<file path="src/rtl/reg_file_sb.sv">
// rtl/reg_file_sb.sv - multi-read-port integer register file with per-register busy scoreboard
//
// Purpose: ID-stage register file. NRD combinational read ports with optional
// same-cycle write-to-read bypass, plus a busy bit per register that is set when
// a producer issues (alloc), cleared at writeback and cleared in bulk on flush.
//
// Ports:
//   clk, reset            clock, synchronous active-high reset
//   rd_addr  [NRD*AW]     packed read addresses, port k = bits [k*AW +: AW]
//   rd_used  [NRD]        port k operand is consumed by the instruction
//   rd_data  [NRD*XLEN]   packed read data
//   rd_busy  [NRD]        port k operand has a pending producer
//   stall                 OR over k of rd_busy[k] & rd_used[k]
//   wr_en/wr_addr/wr_data writeback port
//   alloc_en/alloc_addr   issue marks destination pending
//   flush                 clear all busy bits
//   busy_vec [NREGS]      current busy bits
module reg_file_sb #(
   parameter int XLEN   = 32,
   parameter int NREGS  = 32,
   parameter int AW     = $clog2(NREGS),
   parameter int NRD    = 2,
   parameter bit BYPASS = 1'b1
) (
   input  logic                clk,
   input  logic                reset,
   input  logic [NRD*AW-1:0]   rd_addr,
   input  logic [NRD-1:0]      rd_used,
   output logic [NRD*XLEN-1:0] rd_data,
   output logic [NRD-1:0]      rd_busy,
   output logic                stall,
   input  logic                wr_en,
   input  logic [AW-1:0]       wr_addr,
   input  logic [XLEN-1:0]     wr_data,
   input  logic                alloc_en,
   input  logic [AW-1:0]       alloc_addr,
   input  logic                flush,
   output logic [NREGS-1:0]    busy_vec
);

   // Storage spans the full address space so any AW-bit index is legal; entries
   // at 0 and >= NREGS are only ever reset, so they stay constant zero.
   localparam int DEPTH = 2 ** AW;
   localparam logic [AW:0] NREGS_W = NREGS[AW:0];

   logic [XLEN-1:0]  regs [DEPTH];
   logic [NREGS-1:0] busy;
   logic [NREGS-1:0] busy_next;
   logic [DEPTH-1:0] busy_ext;
   logic             wr_ok;
   logic             alloc_ok;

   function automatic logic addr_ok(input logic [AW-1:0] a);
      return (a != '0) && ({1'b0, a} < NREGS_W);
   endfunction

   assign wr_ok    = wr_en && addr_ok(wr_addr);
   assign alloc_ok = alloc_en && addr_ok(alloc_addr);
   assign busy_ext = DEPTH'(busy);
   assign busy_vec = busy;

   // Busy priority: alloc beats flush beats writeback, so a producer issued in
   // the same cycle as a flush or a writeback to its destination stays pending.
   always_comb begin
      busy_next = busy;
      busy_next[0] = 1'b0;
      for (int r = 1; r < NREGS; r++) begin
         if (alloc_ok && alloc_addr == AW'(r))
            busy_next[r] = 1'b1;
         else if (flush)
            busy_next[r] = 1'b0;
         else if (wr_ok && wr_addr == AW'(r))
            busy_next[r] = 1'b0;
      end
   end

   always_ff @(posedge clk) begin
      if (reset) begin
         for (int r = 0; r < DEPTH; r++)
            regs[r] <= '0;
         busy <= '0;
      end else begin
         if (wr_ok)
            regs[wr_addr] <= wr_data;
         busy <= busy_next;
      end
   end

   always_comb begin
      logic [AW-1:0] a;
      rd_data = '0;
      rd_busy = '0;
      for (int k = 0; k < NRD; k++) begin
         a = rd_addr[k*AW +: AW];
         if (addr_ok(a)) begin
            if (BYPASS && wr_ok && wr_addr == a) begin
               // Forwarded operand is ready unless a new producer claims it now.
               rd_data[k*XLEN +: XLEN] = wr_data;
               rd_busy[k]              = alloc_ok && (alloc_addr == a);
            end else begin
               rd_data[k*XLEN +: XLEN] = regs[a];
               rd_busy[k]              = busy_ext[a];
            end
         end
      end
   end

   assign stall = |(rd_busy & rd_used);

endmodule

</file>
<file path="config.mk">
export PLATFORM = sky130hd
export DESIGN_NAME = reg_file_sb
export DESIGN_NICKNAME = d
export VERILOG_FILES = /design/src/rtl/reg_file_sb.sv
export SDC_FILE = /design/constraint.sdc
export NUM_CORES = 2
export LEC_CHECK = 0
export BUFFER_PORTS_ARGS = -buffer_cell sky130_fd_sc_hd__buf_2
export CORE_ASPECT_RATIO = 1.2
export CORE_MARGIN = 4
export CORE_UTILIZATION = 60
export CTS_BUF_LIST = sky130_fd_sc_hd__clkbuf_2
export DETAILED_ROUTE_END_ITERATION = 6
export PLACE_DENSITY_LB_ADDON = 0.25
export SETUP_SLACK_MARGIN = 0.15
export SKIP_CTS_REPAIR_TIMING = 1
export SLEW_MARGIN = 20
export SYNTH_ARGS = -nofsm -noshare
export SYNTH_HDL_FRONTEND = slang
export SYNTH_SLANG_ARGS = --single-unit
</file>
<file path="constraint.sdc">
create_clock -name clk -period 3 [get_ports clk]
set_input_delay 0.15 -clock clk [delete_from_list [all_inputs] [get_ports clk]]
set_output_delay 0.15 -clock clk [all_outputs]
set_load 0.02 [all_outputs]
</file>
==> results.yml <==
status:
  status: "finished, violations left"
  violations: "DRC, setup timing"
drt:
  ant_nets: 0
  wl_per_cell_um: 36.4
  num_vias: 42200
  drt_wl_total_um: 210000
  routed_via_density: 7.31
  first_iter_violations: 7742
  dr.pass1.iters: 7
  drc: 28
timing:
  hold_viol_final: 0
  timing.final.crit_share: 1.39
  grt_setup_unrepaired: "true"
  worst_slew_margin_rel: 0.252
  slew_viol_final: 0
  period_needed_ns: 4.17
  fin_skew_ns: 0
  max_freq_mhz: 240
  worst_slew_pin_slew_ns: 1.12
  setup_slack_ns: -1.17
  setup_viol: 67
die:
  ios: 158
  row_count: 123
  initial_core_util: 0.608
  die_area_um2: 100000
  die_height_um: 346
  core_um2: 94200
  dieWidth_um: 290
global_route:
  grt_first_pass_wirelength_um: 287000
  grt_pass1_vias: 40800
  antenna_found_initial: 13
  grt_max_degree: 59
  grt-ovfl-total: 0
  grt_use_total: 0.402
min_path:
  hold_path_class: "primary input to flip-flop"
  holdPathStages: 6
  hold_path_end: "busy_vec[21]"
  hp-start: "wr_en"
finish:
  fin_area_um2: 65900
  area_growth_pct: 15.0
  drive_gt1_frac: 0.354
  fin_nets: 4413
cts:
  clk_pin_slew_ns: 0.12
  h-tree-depth: 5
  cts_tree: "done"
  clockBufferDepth: 4
  clockRootBuffer: "clkbuf_2"
  clock_latency_ns: 1.46
  cts_buffers: 279
  cts.sinks: 1055
pwr:
  clock_power_share: 0.295
  pwr-share-comb: 0.172
  p_switching_mw: 9.61
  p_int_mw: 23.0
  leakage_nw: 24.0
  switching_share: 0.295
  vdd_drop_max_v: 0.000287
  power_density_nw_per_um2: 495
  p_seq_frac: 0.533
synth:
  synth_area_um2: 57300
  synth_cells: 3900
  ys_seq_area_frac: 0.548
  yosysWarningCount: 0
  synth-seq-cells: 1055
  synth_edf_count: 1024
  synthTopCellsByCount: "edfxtp_1 (1024), and2_1 (995), mux4_2 (490), clkbuf_1 (290), mux2i_1 (175)"
  synth_area_leaders: "edfxtp_1 (54%), mux4_2 (19%), and2_1 (11%)"
  avgSynthCellArea_um2: 14.7
  synth.most_common_cell: "edfxtp_1"
  synthArstFlopShare: 0
  synth-main-ff-cell: "edfxtp_1"
  synth_top_area_frac: 0.537
  synth_top_cell_by_area: "edfxtp_1"
  ys_types: 59
worst_setup_path:
  r2r-start: "busy_vec[31]"
  r2r_slack_ns: 1.05
  start_kind: "flip-flop"
  timing.rr.end: "busy_vec[31]"
  arrival_ns: 4.02
  path_max_fanout: 2
  crit_type: "flip-flop to output port"
  crit_path_end_kind: "output port"
  worstPathRequired_ns: 2.85
  rr_worst_depth: 5
flow_run:
  drv_cap: 0
placement:
  dp_slack_ns: 0.0678
  hpwl_um: 125000
  dpl_cell_area_um2: 61300
  gp_congestion: 0.957
  portBuffers: 156
[cell type report]
cell class                      count  area [um2]
Sequential cell                  1055       31400
Fill cell                        6347       28300
Multi-Input combinational cell   2448       25100
Timing Repair Buffer              559        5500
Clock buffer                      376        1880
Tap cell                         1250        1560
Clock inverter                     70         359
Inverter                           11        43.8
Antenna cell                       12        30.0
[metrics by stage]
stage	utilization	total power, mW	TNS [ns]	hold WS [ns]	instances
floorplan	-	20.5	0	0.348	3932
global placement	0.651	22.5	0	0.480	5195
detailed placement	0.651	22.6	0	0.491	5195
CTS	0.675	31.9	-45.36	-1.07	5641
global route	0.699	33.5	-39.39	0.111	5772
finish	0.699	32.6	-31.90	0.203	5781
[power by group through the flow]
stage               clock network (mW)  logic [mW]  registers (mW)
floorplan                            0        3.00            17.5
global placement                     0        4.88            17.6
detailed placement                   0        4.91            17.7
CTS                               9.62        4.92            17.3
global route                      10.4        5.66            17.4
finish                            9.62        5.59            17.4
[sequential cells by signal, summed over array words and instances (netlist names)]
name      cells
busy_vec     31
regs       1024
[critical path: stages (launching register included)]
cell and delay (ns):
edfxtp_1 0.40, mux4_2 0.49, mux4_2 0.50, a222oi_1 0.64, inv_1 0.27, buf_6 0.21
[worst max path at each step]
stage,slack [ns],from,end,cells past startpoint
5_1_grt,-1.22,regs[8][27],rd_data[59],5
6_report,-1.17,regs[10][27],rd_data[59],5
3_3_place_gp,0.09,rd_addr[5],rd_data[59],7
3_5_place_dp,0.07,rd_addr[5],rd_data[59],7
2_1_floorplan,0.62,rd_addr[0],stall,9
4_1_cts,-1.28,regs[8][27],rd_data[59],5
[routing by layer]
layer | GRT usage | vias to the layer above | wire length [um]
met2 | 0.608 | 4363 | 94300
met1 | 0.494 | 20600 | 65100
li1 | - | 16000 | -
met3 | 0.133 | 1185 | 32800
met4 | 0.278 | 8 | 18100
met5 | 0 | - | 49
[cell usage in the layout, fill, tap and decap left out, drive strengths merged, types with 4 or more instances in the layout]
| master | count |
|---|---|
| diode | 12 |
| nor2b | 20 |
| nand2 | 130 |
| a211o | 13 |
| and3 | 4 |
| o31ai | 13 |
| mux2i | 175 |
| xor2 | 8 |
| and2 | 995 |
| nor2 | 58 |
| dlygate4sd3 | 115 |
| mux2 | 56 |
| a221o | 25 |
| a22oi | 42 |
| o22ai | 33 |
| nand3 | 20 |
| conb | 33 |
| o221ai | 12 |
| mux4 | 490 |
| nor4 | 6 |
| inv | 20 |
| a211oi | 14 |
| clkinv | 58 |
| nand2b | 22 |
| or3 | 6 |
| o21ai | 70 |
| a221oi | 51 |
| dfxtp | 31 |
| a31oi | 4 |
| a21oi | 50 |
| nor3 | 25 |
| a21o | 17 |
| edfxtp | 1024 |
| buf | 444 |
| clkbuf | 376 |
| a32oi | 17 |
| xnor2 | 12 |
[cells by family after synthesis]
family / Yosys count / synth area share
AND/OR/NAND/NOR: 1300 / 0.133
flip-flops: 1055 / 0.548
multiplexers: 721 / 0.234
buffers and inverters: 429 / 0.0349
AO/OA/AOI/OAI: 374 / 0.0467
XOR/XNOR: 20 / 0.00306
other: 1 / 0.0000655
(Power assumes the default switching activity.)
